<file path="config.mk">
export PLATFORM = sky130hd
export DESIGN_NAME = ova_frame_ctrl
export DESIGN_NICKNAME = d
export VERILOG_FILES = /design/src/rtl/ova_pkg.sv /design/src/rtl/ova_edge_det.sv /design/src/rtl/ova_frame_ctrl.sv
export SDC_FILE = /design/constraint.sdc
export NUM_CORES = 1
export LEC_CHECK = 0
export ABC_AREA = 1
export CORE_ASPECT_RATIO = 0.9
export CORE_MARGIN = 2
export CORE_UTILIZATION = 47
export CTS_CLUSTER_SIZE = 14
export DETAILED_ROUTE_END_ITERATION = 12
export PLACE_DENSITY = 0.77
export SLEW_MARGIN = 20
export SYNTH_ARGS = -nofsm -noshare
export SYNTH_HDL_FRONTEND = slang
export SYNTH_SLANG_ARGS = --single-unit
</file>
<file path="constraint.sdc">
create_clock -name i_pclk -period 1.7 [get_ports i_pclk]
set_clock_uncertainty 0.1 [all_clocks]
set_input_delay 0.255 -clock i_pclk [delete_from_list [all_inputs] [get_ports i_pclk]]
set_output_delay 0.255 -clock i_pclk [all_outputs]
set_load 0.02 [all_outputs]
</file>
<file path="src/rtl/ova_pkg.sv">
// ova_pkg: shared types and default geometry for the OV camera capture path.
//   state_t       - capture sequencer states
//   OVA_*         - default frame geometry and settling-frame count
package ova_pkg;

  typedef enum logic [2:0] {
    S_SKIP    = 3'd0,
    S_IDLE    = 3'd1,
    S_WAIT_VS = 3'd2,
    S_CAPTURE = 3'd3,
    S_DONE    = 3'd4
  } state_t;

  localparam int unsigned OVA_H_PIX       = 640;
  localparam int unsigned OVA_V_LINES     = 480;
  localparam int unsigned OVA_SKIP_FRAMES = 10;

endpackage

</file>
<file path="src/rtl/ova_edge_det.sv">
// ova_edge_det: 1-bit edge detector. The input is registered once and the
// live input is compared against that copy, so an edge is flagged in the
// same cycle the input changes.
//   clk, rst - clock, synchronous active-high reset
//   d        - input level
//   rise     - d is 1 now, was 0 last cycle
//   fall     - d is 0 now, was 1 last cycle
module ova_edge_det (
  input  logic clk,
  input  logic rst,
  input  logic d,
  output logic rise,
  output logic fall
);

  logic d_q;
  logic d_d;

  assign d_d = d;

  always_ff @(posedge clk) begin
    if (rst) d_q <= 1'b0;
    else     d_q <= d_d;
  end

  assign rise = d & ~d_q;
  assign fall = ~d & d_q;

endmodule

</file>
<file path="src/rtl/ova_frame_ctrl.sv">
// ova_frame_ctrl: frame-level capture sequencer between the byte-pairing
// camera reader and the pixel FIFO. Discards settling frames after reset,
// then captures vsync-aligned frames on request (single-shot or continuous),
// gating FIFO writes and checking frame geometry.
//   i_pclk, rst        - pixel clock, synchronous active-high reset
//   vsync, href        - camera sync (i_pclk domain)
//   i_pix_data/_vld    - 16-bit pixel and strobe from the reader
//   i_fifo_full        - FIFO back-pressure (pixels are dropped, not stalled)
//   i_cap_req/_cont    - capture request, continuous-mode select
//   o_fifo_wr_en/_data - registered FIFO write port
//   o_ready, o_busy    - IDLE / WAIT_VS-or-CAPTURE status
//   o_frame_start/done - single-cycle frame pulses
//   o_err_ovf/_size    - sticky overflow / geometry errors
//   o_line_cnt         - lines completed in the current or last frame
module ova_frame_ctrl
  import ova_pkg::*;
#(
  parameter int unsigned H_PIX       = OVA_H_PIX,
  parameter int unsigned V_LINES     = OVA_V_LINES,
  parameter int unsigned SKIP_FRAMES = OVA_SKIP_FRAMES,
  parameter int unsigned PCW         = 11,
  parameter int unsigned LCW         = 10
) (
  input  logic           i_pclk,
  input  logic           rst,
  input  logic           vsync,
  input  logic           href,
  input  logic [15:0]    i_pix_data,
  input  logic           i_pix_vld,
  input  logic           i_fifo_full,
  input  logic           i_cap_req,
  input  logic           i_cap_cont,
  output logic           o_fifo_wr_en,
  output logic [15:0]    o_fifo_wr_data,
  output logic           o_ready,
  output logic           o_busy,
  output logic           o_frame_start,
  output logic           o_frame_done,
  output logic           o_err_ovf,
  output logic           o_err_size,
  output logic [LCW-1:0] o_line_cnt
);

  localparam int unsigned SCW = (SKIP_FRAMES < 1) ? 1 : $clog2(SKIP_FRAMES + 1);
  localparam logic [SCW-1:0] SKIP_TGT = SCW'(SKIP_FRAMES);
  localparam logic [PCW-1:0] H_PIX_C  = PCW'(H_PIX);
  localparam logic [LCW-1:0] V_LINE_C = LCW'(V_LINES);

  logic vs_rise, vs_fall, hr_rise, hr_fall;

  ova_edge_det u_vs_edge (
    .clk  (i_pclk),
    .rst  (rst),
    .d    (vsync),
    .rise (vs_rise),
    .fall (vs_fall)
  );

  ova_edge_det u_hr_edge (
    .clk  (i_pclk),
    .rst  (rst),
    .d    (href),
    .rise (hr_rise),
    .fall (hr_fall)
  );

  state_t          state_q, state_d;
  logic [SCW-1:0]  skip_cnt_q, skip_cnt_d;
  logic            cont_q, cont_d;
  logic [PCW-1:0]  pix_cnt_q, pix_cnt_d;
  logic [LCW-1:0]  line_cnt_q, line_cnt_d;
  logic            err_ovf_q, err_ovf_d;
  logic            err_size_q, err_size_d;
  logic            wr_en_q, wr_en_d;
  logic [15:0]     wr_data_q, wr_data_d;
  logic            frame_start_q, frame_start_d;
  logic            frame_done_q, frame_done_d;

  logic [SCW-1:0]  skip_next;
  logic [PCW-1:0]  pix_sat;
  logic [PCW-1:0]  pix_now;
  logic [LCW-1:0]  line_sat;
  logic [LCW-1:0]  line_now;

  assign skip_next = skip_cnt_q + SCW'(vs_rise);
  assign pix_sat   = (pix_cnt_q == '1) ? pix_cnt_q : pix_cnt_q + PCW'(1);
  assign line_sat  = (line_cnt_q == '1) ? line_cnt_q : line_cnt_q + LCW'(1);

  // Pixel count including this cycle's strobe; a line start restarts the
  // count so a partial line seen before capture cannot leak into the next.
  always_comb begin
    pix_now = pix_cnt_q;
    if (hr_rise)        pix_now = PCW'(i_pix_vld);
    else if (i_pix_vld) pix_now = pix_sat;
  end

  always_comb begin
    state_d       = state_q;
    skip_cnt_d    = skip_cnt_q;
    cont_d        = cont_q;
    pix_cnt_d     = pix_cnt_q;
    line_cnt_d    = line_cnt_q;
    err_ovf_d     = err_ovf_q;
    err_size_d    = err_size_q;
    wr_en_d       = 1'b0;
    wr_data_d     = wr_data_q;
    frame_start_d = 1'b0;
    frame_done_d  = 1'b0;
    line_now      = line_cnt_q;

    unique case (state_q)
      S_SKIP: begin
        skip_cnt_d = skip_next;
        if (skip_next >= SKIP_TGT) state_d = S_IDLE;
      end

      S_IDLE: begin
        if (i_cap_req) begin
          cont_d     = i_cap_cont;
          err_ovf_d  = 1'b0;
          err_size_d = 1'b0;
          line_cnt_d = '0;
          pix_cnt_d  = '0;
          state_d    = S_WAIT_VS;
        end
      end

      S_WAIT_VS: begin
        if (vs_fall) begin
          pix_cnt_d     = '0;
          frame_start_d = 1'b1;
          state_d       = S_CAPTURE;
        end
      end

      S_CAPTURE: begin
        if (i_pix_vld) begin
          if (!i_fifo_full) begin
            wr_en_d   = 1'b1;
            wr_data_d = i_pix_data;
          end else begin
            err_ovf_d = 1'b1;
          end
        end
        pix_cnt_d = pix_now;

        // Line is closed before the frame-end check so a coincident
        // href fall is counted toward the frame's line total.
        if (hr_fall) begin
          if (pix_now != H_PIX_C) err_size_d = 1'b1;
          line_now  = line_sat;
          pix_cnt_d = '0;
        end
        line_cnt_d = line_now;

        if (vs_rise) begin
          if (line_now != V_LINE_C) err_size_d = 1'b1;
          frame_done_d = 1'b1;
          state_d      = S_DONE;
        end
      end

      S_DONE: begin
        if (cont_q && i_cap_cont) begin
          line_cnt_d = '0;
          pix_cnt_d  = '0;
          state_d    = S_WAIT_VS;
        end else begin
          state_d = S_IDLE;
        end
      end

      default: state_d = S_SKIP;
    endcase
  end

  always_ff @(posedge i_pclk) begin
    if (rst) begin
      state_q       <= S_SKIP;
      skip_cnt_q    <= '0;
      cont_q        <= 1'b0;
      pix_cnt_q     <= '0;
      line_cnt_q    <= '0;
      err_ovf_q     <= 1'b0;
      err_size_q    <= 1'b0;
      wr_en_q       <= 1'b0;
      wr_data_q     <= '0;
      frame_start_q <= 1'b0;
      frame_done_q  <= 1'b0;
    end else begin
      state_q       <= state_d;
      skip_cnt_q    <= skip_cnt_d;
      cont_q        <= cont_d;
      pix_cnt_q     <= pix_cnt_d;
      line_cnt_q    <= line_cnt_d;
      err_ovf_q     <= err_ovf_d;
      err_size_q    <= err_size_d;
      wr_en_q       <= wr_en_d;
      wr_data_q     <= wr_data_d;
      frame_start_q <= frame_start_d;
      frame_done_q  <= frame_done_d;
    end
  end

  assign o_fifo_wr_en   = wr_en_q;
  assign o_fifo_wr_data = wr_data_q;
  assign o_ready        = (state_q == S_IDLE);
  assign o_busy         = (state_q == S_WAIT_VS) || (state_q == S_CAPTURE);
  assign o_frame_start  = frame_start_q;
  assign o_frame_done   = frame_done_q;
  assign o_err_ovf      = err_ovf_q;
  assign o_err_size     = err_size_q;
  assign o_line_cnt     = line_cnt_q;

endmodule

</file>
* Word-level counts from Yosys, hierarchy flattened
Index checks and enable logic that the tools add are counted.
Storage, ports and cells: register bits after elaboration 52, word-level logic and storage cells 92, input bits 24
Operators by class: mux-type cells 32, add/subtract/negate cells 3, bitwise logic cells 12, magnitude comparators 1, reduce and logical (&&, ||, !) cells 16, equality and inequality tests 15
Operators with widths (number):
- two-way mux 11 bit | 7
- two-way mux 10 bit | 5
- one-hot mux 11 bit (4 select lines) | 1
- one-hot mux 10 bit (3 select lines) | 1
- one-hot mux 3 bit (5 select lines) | 1
- two-way mux 3 bit | 4
- != test 2 bit (second input constant) | 6
- AND reduction 4 bit | 3
- adder 11 x 1 -> 11 bit (second input constant) | 1
- equality test 11 bit (second input constant) | 1
- != test 11 x 10 -> 1 bit (second input constant) | 1
- adder 10 x 1 -> 10 bit (second input constant) | 1
- equality test 10 bit (second input constant) | 1
- two-way mux 1 bit | 10
- != test 10 x 9 -> 1 bit (second input constant) | 1
- NOT 1 bit | 8
- equality test 3 x 2 -> 1 bit (second input constant) | 2
- AND reduction 3 bit | 2
- adder 4 x 1 -> 4 bit | 1
- AND 1 bit | 4
- >= comparator 4 bit (second input constant) | 1
- one-hot mux 1 bit (2 select lines) | 2
- AND reduction 2 bit | 2
- nonzero test 4 bit | 1
- other kinds (11) | 12

* Longest topological paths before layout
Gate-level depths: netlist of the first run.
depth after elaboration 10, gate-level depth with buffers 15

* By module
From an unflattened synthesis of the first run, not the netlist that was laid out.
Second synthesis, totals: cells, all modules 442, area total of the unflattened synthesis 2917.8 sq um
Modules (own cells, without submodules):
- ova_frame_ctrl | area each 2840.2 sq um, sequential area each 1001.0 sq um, cells each 430, instances 1
- ova_edge_det | area each 38.8 sq um, sequential area each 20.0 sq um, cells each 6, instances 2

* Least setup slack after synthesis of the first run
No wires, ideal clock.
kind register to register, start register line_cnt_q[0] (netlist: o_line_cnt[0]), end register err_size_q (netlist: o_err_size), library setup time 0.109 ns, setup slack -0.190 ns, path buffers 0, data arrival time 1.681 ns, stages on the path, launching flop included 15, clock period less this slack 1.890 ns, required time 1.491 ns, cell sequence dfxtp_1 -> ha_1 -> nand2_2 -> nor2_4 -> nand3_4 -> nand3_1 -> nand2_1 -> nand2_1 -> nand3_1 -> nor2_1 -> nand2_1 -> nand2_1 -> nand3_1 -> nand2_1 -> inv_1
On the way: cells in the longest elaborated chain, start to end 8
RTL lines:
- start: declaration | line ova_frame_ctrl.sv:71 | logic [LCW-1:0] line_cnt_q, line_cnt_d;
- start signal: assignment | line ova_frame_ctrl.sv:195 | line_cnt_q <= line_cnt_d;
- adder 10 x 1 -> 10 bit / equality test 10 bit (equally long branches) | line ova_frame_ctrl.sv:87 | assign line_sat = (line_cnt_q == '1) ? line_cnt_q : line_cnt_q + LCW'(1);
- two-way mux 10 bit | line ova_frame_ctrl.sv:87
- two-way mux 10 bit * | line ova_frame_ctrl.sv:149 | if (hr_fall) begin
- two-way mux 10 bit * | line ova_frame_ctrl.sv:111 | unique case (state_q)
- != test 10 x 9 -> 1 bit * | line ova_frame_ctrl.sv:157 | if (line_now != V_LINE_C) err_size_d = 1'b1;
- two-way mux 1 bit * | line ova_frame_ctrl.sv:157
- two-way mux 1 bit * | line ova_frame_ctrl.sv:156 | if (vs_rise) begin
- one-hot mux 1 bit (2 select lines) * | line ova_frame_ctrl.sv:111
- end signal: assignment | line ova_frame_ctrl.sv:197 | err_size_q <= err_size_d;
- end: declaration | line ova_frame_ctrl.sv:73 | logic err_size_q, err_size_d;
Mark *: on every way between the ends. The rest lies on a longest branch, timed or not. The select of a mux whose other input is x is not followed. A chain may end at the register's enable or synchronous reset.

* Final worst setup path of the first run
start register pix_cnt_q[0], end register err_size_q (netlist: o_err_size)
On the way: cells in the longest elaborated chain, start to end 10
RTL lines:
- start: declaration | line ova_frame_ctrl.sv:70 | logic [PCW-1:0] pix_cnt_q, pix_cnt_d;
- start signal: assignment | line ova_frame_ctrl.sv:194 | pix_cnt_q <= pix_cnt_d;
- adder 11 x 1 -> 11 bit / equality test 11 bit (equally long branches) | line ova_frame_ctrl.sv:86 | assign pix_sat = (pix_cnt_q == '1) ? pix_cnt_q : pix_cnt_q + PCW'(1);
- two-way mux 11 bit | line ova_frame_ctrl.sv:86
- two-way mux 11 bit * | line ova_frame_ctrl.sv:94 | else if (i_pix_vld) pix_now = pix_sat;
- two-way mux 11 bit * | line ova_frame_ctrl.sv:93 | if (hr_rise) pix_now = PCW'(i_pix_vld);
- != test 11 x 10 -> 1 bit * | line ova_frame_ctrl.sv:150 | if (pix_now != H_PIX_C) err_size_d = 1'b1;
- two-way mux 1 bit * | line ova_frame_ctrl.sv:150
- two-way mux 1 bit * | line ova_frame_ctrl.sv:149
- two-way mux 1 bit | line ova_frame_ctrl.sv:157
- two-way mux 1 bit * | line ova_frame_ctrl.sv:156
- one-hot mux 1 bit (2 select lines) * | line ova_frame_ctrl.sv:111
Mark *: on every way between the ends. The rest lies on a longest branch, timed or not.

==> flow_metrics.py, run 1 <==
metrics = {
    "critical_path": {
        "crit_fanout": 3,
        "cp.arrival_ps": 2220,
        "end_kind": "register",
        "startpoint_type": "register",
        "cp_slowest_cell": "dfxtp_2",
        "r2r_setup_slack_ps": -390,
        "critical-path-top-cell-by-count": "nand2_1",
        "critical_path_class": "reg2reg",
        "required_ps": 1830,
        "reg2reg_from": "pix_cnt_q[0]$_SDFFE_PP0P_",
        "crit_path_max_incr_delay_ps": 360,
        "ff2ff_path_depth": 17,
        "r2r-end": "o_err_size$_SDFFE_PP0P_",
        "path_cells": "buf_6, inv_2, nor2_4, nand2_2, nor2_2, buf_4, buf_4, nand3_2, nand3_1, nor2_1, nand2_1, nor2_1, nand2_1, nand2_1, nand3_1, nand2_1, inv_1",
    },
    "synthesis": {
        "post_synth.cell_area_avg_um2": 6.77,
        "ys_top_cells_by_count": "90 x nand2_1, 67 x nor2_1, 52 x dfxtp_1",
        "ys.flop_type": "dfxtp_1",
        "mappedNetlistArea_um2": 2850,
        "synth_edf_count": 0,
        "syn_inst": 420,
        "synth_seq_area_share": 0.366,
        "synth.most_common_cell": "nand2_1",
        "synth_top_area_frac": 0.366,
        "synth-async-reset-ratio": 0,
        "synth.net_count": 448,
        "synth_cell_types": 40,
        "synth-seq-cells": 52,
        "yosys_warnings": 0,
        "synth.area.top_cells": "dfxtp_1 37%, nand2_1 12%, nor2_1 8.8%",
        "synth_top_area_cell": "dfxtp_1",
    },
    "worst_hold_path": {
        "worstHoldEndpoint": "u_hr_edge.d_q$_SDFF_PP0_",
        "min_path_type": "in2reg",
        "holdPathStages": 3,
        "min-delay-start": "href",
    },
    "floorplanning": {
        "ioPinCount": 57,
        "rows": 26,
        "die_x_um": 86.0,
        "die-area_um2": 6690,
        "core_area_um2": 5760,
        "die_h_um": 77.8,
        "initial_utilization": 0.494,
    },
    "route": {
        "drt-wirelength-per-cell_um": 18.5,
        "drtAntennaViolNets": 0,
        "drt_iter0_drc": 467,
        "drc": 0,
        "first_pass_iters": 7,
        "viasPerCell": 5.98,
        "vias": 3956,
        "wirelength_mm": 12.2,
    },
    "layout": {
        "syn2layout_area_growth_pct": 71.0,
        "seq_area_um2": 1070,
        "stdcell_area_um2": 4870,
        "fill_cells": 318,
        "nets": 618,
        "drive_above_1_share": 0.426,
        "multi_input_area_um2": 1910,
        "antenna-diode-count": 0,
    },
    "sta": {
        "finalSetupViolations": 32,
        "rsz0062_at_grt": "true",
        "min_period_ps": 2090,
        "relSlewSlack": 0.768,
        "finalCritPeriodShare": 1.23,
        "setup_slack_ps": -388,
        "tightest_slew_ps": 344,
        "finalHoldViolations": 0,
        "fmaxAchievable_mhz": 479,
        "slew_viol_final": 0,
        "hold-worst-slack_ps": 180,
    },
    "grt": {
        "first_global_vias": 3436,
        "overflow": 0,
        "grt_max_degree": 21,
        "grt_usage": 0.286,
        "antenna_found_initial": 0,
        "grt_pass1_wl_mm": 15.4,
    },
    "flow_run": {
        "drv_cap": 0,
    },
    "placement": {
        "io_buffers": 56,
        "dp_hpwl_mm": 6.22,
        "place_area_um2": 4160,
        "gp_congestion": 0.902,
    },
    "clocking": {
        "cts_tree": "done",
        "clk_pin_slew_ps": 110,
        "numCtsBuffers": 5,
        "cts_sinks": 52,
        "clockBufferDepth": 2,
        "hold_buffers": 0,
        "h-tree-depth": 2,
        "clockRootBuffer": "clkbuf_8",
        "insertion_delay_ps": 330,
    },
    "pwr": {
        "powerDensity_nw_per_um2": 815,
        "peakVddDrop_v": 0.000708,
        "p_leak_nw": 2.24,
    },
    "status": {
        "status": "finished with violations",
        "violations": "setup timing",
    },
}
==> registers in the layout, summed over array words and instances, names as in the netlist <==
register / flops
o_fifo_wr_data: 16
pix_cnt_q: 11
o_line_cnt: 10
skip_cnt_q: 4
state_q: 3
cont_q: 1
o_err_ovf: 1
o_err_size: 1
o_fifo_wr_en: 1
o_frame_done: 1
o_frame_start: 1
u_hr_edge.d_q: 1
u_vs_edge.d_q: 1
==> cell type report <==
type	instances	share of cell area
multi-input cells	308	0.392
repair buffers	173	0.307
flip-flops and latches	52	0.221
inverters	49	0.0411
well taps	70	0.0180
clock buffers	6	0.0170
clock inverters	2	0.00283
repair inverters	1	0.00129
==> worst max path at each step <==
stage	start	end	slack, ps
6_report	pix_cnt_q[0]$_SDFFE_PP0P_	o_err_size$_SDFFE_PP0P_	-390
5_1_grt	pix_cnt_q[0]$_SDFFE_PP0P_	o_err_size$_SDFFE_PP0P_	-480
4_1_cts	o_line_cnt[0]$_SDFFE_PP0P_	o_err_size$_SDFFE_PP0P_	-100
3_5_place_dp	vsync	state_q[0]$_SDFFE_PP0P_	-580
3_3_place_gp	vsync	state_q[0]$_SDFFE_PP0P_	-430
2_1_floorplan	o_line_cnt[5]$_SDFFE_PP0P_	o_err_size$_SDFFE_PP0P_	0.9
==> placed cells by master, fill, tap and decap left out, drive strengths merged <==
| master | Yosys | final |
|---|---|---|
| buf | 6 | 119 |
| nand2 | 93 | 93 |
| nor2 | 77 | 77 |
| dfxtp | 52 | 52 |
| inv | 49 | 50 |
| nand3 | 41 | 42 |
| clkdlybuf4s50 | 0 | 37 |
| o21ai | 31 | 31 |
| a21oi | 23 | 23 |
| nand4 | 11 | 11 |
| dlygate4sd2 | 0 | 11 |
| nor3 | 7 | 7 |
| clkbuf | 6 | 6 |
| dlymetal6s2s | 0 | 6 |
| ha | 4 | 4 |
| a32o | 3 | 3 |
| o32ai | 3 | 3 |
| nand3b | 3 | 3 |
| clkinvlp | 0 | 2 |
| xor2 | 2 | 2 |
| o211ai | 1 | 1 |
| a21boi | 1 | 1 |
| a2bb2oi | 1 | 1 |
| a21o | 1 | 1 |
| xnor2 | 1 | 1 |
| a211oi | 1 | 1 |
| o21bai | 1 | 1 |
| a31o | 1 | 1 |
| nor4 | 1 | 1 |
==> repair_timing <==
| action | CTS | global route |
|---|---|---|
| cloned | 1 | 4 |
| setup buffers | 10 | 11 |
| endpoints found under the hold margin | 0 | 0 |
| setup endpoints to repair | 23 | 45 |
| pin swaps | 25 | 42 |
| gates resized for setup | 61 | 116 |
==> kinds of logic after synthesis <==
group / after synthesis / synth area share
xor+xnor: 3 / 0.00924
simple gates: 233 / 0.380
fa+ha+maj: 4 / 0.0176
compound gates: 67 / 0.138
buf+inv: 61 / 0.0893
flops: 52 / 0.366
==> critical path, delay by kind of cell (launching register included) <==
| kind | cells | cell delay (ps) |
|---|---|---|
| simple gates | 12 | 1000 |
| buf+inv | 5 | 520 |
| flops | 1 | 360 |
==> power breakdown <==
group | internal, mW | leakage [nW] | switching [mW] | total (mW)
Combinational | 0.737 | 1.76 | 1.02 | 1.76
Clock | 0.333 | 0.0477 | 0.467 | 0.799
Sequential | 1.32 | 0.430 | 0.0916 | 1.41
Total | 2.39 | 2.24 | 1.58 | 3.97
==> per-layer routing <==
metal | vias up | global-route usage | part of all wire
li1 | 1718 | - | -
met1 | 1812 | 0.343 | 0.35
met3 | 104 | 0.0660 | 0.11
met5 | - | 0 | 0
met2 | 322 | 0.495 | 0.48
met4 | 0 | 0.106 | 0.065
==> through the flow <==
stage / util / total power [mW] / setup slack [ps] / TNS, ps / std cells
global placement: 0.723 / 2.49 / -426 / -7250 / 627
finish: 0.845 / 3.97 / -388 / -2080 / 661
floorplan: - / 2.04 / 0.888 / 0 / 420
CTS: 0.773 / 3.39 / -100 / -151 / 646
detailed placement: 0.723 / 2.54 / -582 / -8740 / 627
global route: 0.845 / 4.11 / -478 / -4680 / 661
(Power assumes the default switching activity.)
==> run 2, diff against run 1 <==
PLACE_DENSITY = 0.76   (was 0.77)
SYNTH_HIERARCHICAL = 1   (was unset)
==> run 2 against run 1 <==
Net effect: the run still ends with setup timing left; global-route usage shrank 3.4 points; synthesized area increased by 2.6%; sequential power shrank 3%; critical path type unchanged.
==> flow_metrics.py, run 2 <==
metrics = {
    "layout": {
        "syn2layout_area_growth_pct": 57.0,
        "fin_util": 0.758,
        "fill_cells": 431,
        "drive_above_1_share": 0.334,
        "fin_cells": 647,
        "antenna-diode-count": 0,
        "largest_register_ffs": 16,
        "layout_common_cells": "92 x nand2_1, 73 x buf_4, 63 x nor2_1",
        "nets": 602,
        "stdcell_area_um2": 4580,
        "final_common_cell": "nand2_1",
    },
    "status": {
        "violations": "setup timing",
        "status": "finished with violations",
    },
    "synthesis": {
        "mappedNetlistArea_um2": 2920,
        "ys.flop_type": "dfxtp_1",
        "synth.most_common_cell": "nand2_1",
        "synth-async-reset-ratio": 0,
        "synth.net_count": 470,
        "syn_inst": 442,
        "synth_edf_count": 0,
        "synth-seq-cells": 52,
        "synth_cell_types": 35,
        "synth.area.top_cells": "dfxtp_1 36%, nand2_1 13%, nor2_1 9.4%",
        "synth_top_area_frac": 0.357,
        "ys_top_cells_by_count": "102 x nand2_1, 73 x nor2_1, 52 x dfxtp_1",
        "yosys_warnings": 6,
        "synth_seq_area_share": 0.357,
        "post_synth.cell_area_avg_um2": 6.60,
        "synth_top_area_cell": "dfxtp_1",
    },
    "pwr": {
        "switching_share": 0.361,
        "powerDensity_nw_per_um2": 821,
        "power.total_mw": 3.76,
        "p_int_mw": 2.40,
        "peakVddDrop_v": 0.000866,
        "clkPwrFrac": 0.242,
        "netSwitchingPower_mw": 1.36,
        "comb_power_share": 0.394,
        "p_seq_frac": 0.365,
        "p_leak_nw": 2.02,
    },
    "floorplanning": {
        "core_area_um2": 6050,
        "die_x_um": 87.1,
        "initial_utilization": 0.483,
        "rows": 27,
        "die_h_um": 78.8,
        "die-area_um2": 6860,
        "ioPinCount": 57,
    },
    "route": {
        "vias": 3476,
        "drtAntennaViolNets": 0,
        "drc": 0,
        "drt_iter0_drc": 303,
        "drt-wirelength-per-cell_um": 14.7,
        "first_pass_iters": 5,
        "wirelength_mm": 9.51,
        "viasPerCell": 5.37,
    },
    "critical_path": {
        "required_ps": 1830,
        "critical_path_class": "reg2reg",
        "end_kind": "register",
        "cp.arrival_ps": 1960,
        "startpoint_type": "register",
        "crit_fanout": 5,
    },
    "sta": {
        "hold-worst-slack_ps": 277,
        "fmaxAchievable_mhz": 547,
        "tightest_slew_ps": 360,
        "setup_slack_ps": -128,
        "min_period_ps": 1830,
        "slew_viol_final": 0,
        "finalSetupViolations": 9,
        "finalHoldViolations": 0,
        "rsz0062_at_grt": "true",
        "relSlewSlack": 0.759,
        "finalCritPeriodShare": 1.08,
    },
    "clocking": {
        "cts_sinks": 52,
        "insertion_delay_ps": 320,
        "cts_tree": "done",
        "h-tree-depth": 2,
        "clockRootBuffer": "clkbuf_8",
        "clockBufferDepth": 2,
        "clk_pin_slew_ps": 100,
        "numCtsBuffers": 5,
    },
    "placement": {
        "gp_congestion": 0.874,
        "dp_hpwl_mm": 5.80,
        "placedCellCount": 627,
        "io_buffers": 56,
        "place_area_um2": 4080,
    },
    "grt": {
        "grt_max_degree": 23,
        "grt_pass1_wl_mm": 14.0,
        "antenna_found_initial": 0,
        "overflow": 0,
        "grt_usage": 0.252,
        "first_global_vias": 3150,
    },
    "worst_hold_path": {
        "min_path_type": "in2reg",
    },
    "flow_run": {
        "drv_cap": 0,
    },
}
==> run 2: changes by cell type after synthesis, moves of 3 or more <==
cell / previous run / this run
a21oi_1: 22 / 25
a32o_1: 3 / 0
buf_2: 3 / 8
nand2_1: 90 / 102
nand3_1: 37 / 40
nand3b_1: 3 / 0
nor2_1: 67 / 73
nor3_1: 6 / 2
o32ai_1: 3 / 0
or2_2: 0 / 3
xor2_1: 2 / 5
==> run 2: metal layers <==
layer,up-vias,GRT usage,share of wire
met5,-,0,0
met4,0,0.0859,0.024
met3,26,0.0561,0.071
met2,158,0.434,0.49
met1,1603,0.309,0.42
li1,1689,-,-
==> run 2: timing repair <==
item	4_1_cts	5_1_grt
hold endpoints to repair	0	0
pin swaps	15	33
setup buffers	2	6
gates cloned	1	3
endpoints found under the setup margin	19	41
hold buffers	0	0
resized for setup	35	89
==> run 2: stage by stage <==
stage          TNS [ps]  setup slack (ps)
2_1_floorplan     -9.78             -9.78
3_3_place_gp      -6250              -468
3_5_place_dp      -7810              -535
4_1_cts            -110             -69.6
5_1_grt           -2500              -234
6_report           -381              -128
==> run 2: kinds of logic after synthesis <==
| logic type | share of synthesized area |
|---|---|
| AND/OR/NAND/NOR | 0.400 |
| XOR/XNOR | 0.0240 |
| flip-flops | 0.357 |
| buffers and inverters | 0.0845 |
| adder cells (fa/ha/maj) | 0.0172 |
| AO/OA/AOI/OAI | 0.117 |
==> run 2: power groups by stage <==
stage	registers, mW	clock network (mW)	logic, mW
global placement	1.37	0	1.12
CTS	1.36	0.914	1.19
global route	1.38	0.960	1.58
finish	1.37	0.909	1.48
floorplan	1.39	0	0.590
detailed placement	1.37	0	1.14
==> run 2: area by class of cell <==
class / instances / area (um2) / share of cell area
Clock buffer: 5 / 68.8 / 0.0150
Timing Repair Buffer: 138 / 1220 / 0.267
Multi-Input combinational cell: 329 / 1900 / 0.415
Clock inverter: 3 / 45.0 / 0.00983
Timing Repair inverter: 1 / 6.26 / 0.00137
Sequential cell: 52 / 1060 / 0.232
Tap cell: 72 / 90.1 / 0.0197
Inverter: 47 / 185 / 0.0404
==> run 2: path summary, 6_finish.rpt <==
kind	start	end	slack [ps]	depth (start not counted)
max reg2reg	o_line_cnt[0]$_SDFFE_PP0P_	o_err_size$_SDFFE_PP0P_	-130	12
min	vsync	u_vs_edge/d_q$_SDFF_PP0_	280	3
max	o_line_cnt[0]$_SDFFE_PP0P_	o_err_size$_SDFFE_PP0P_	-130	12
min reg2reg	pix_cnt_q[10]$_SDFFE_PP0P_	pix_cnt_q[10]$_SDFFE_PP0P_	370	2
==> run 2: worst max-delay path, stage by stage, from the launching register on <==
cell and delay (ps):
dfxtp_4 380, ha_4 150, nand2_4 60, nor2_4 200, nand4_4 160, nand3_2 120, nand2_1 70, nor2_2 100
nand3_1 90, o21ai_1 130, nand3_1 80, nand2_1 60, inv_1 30
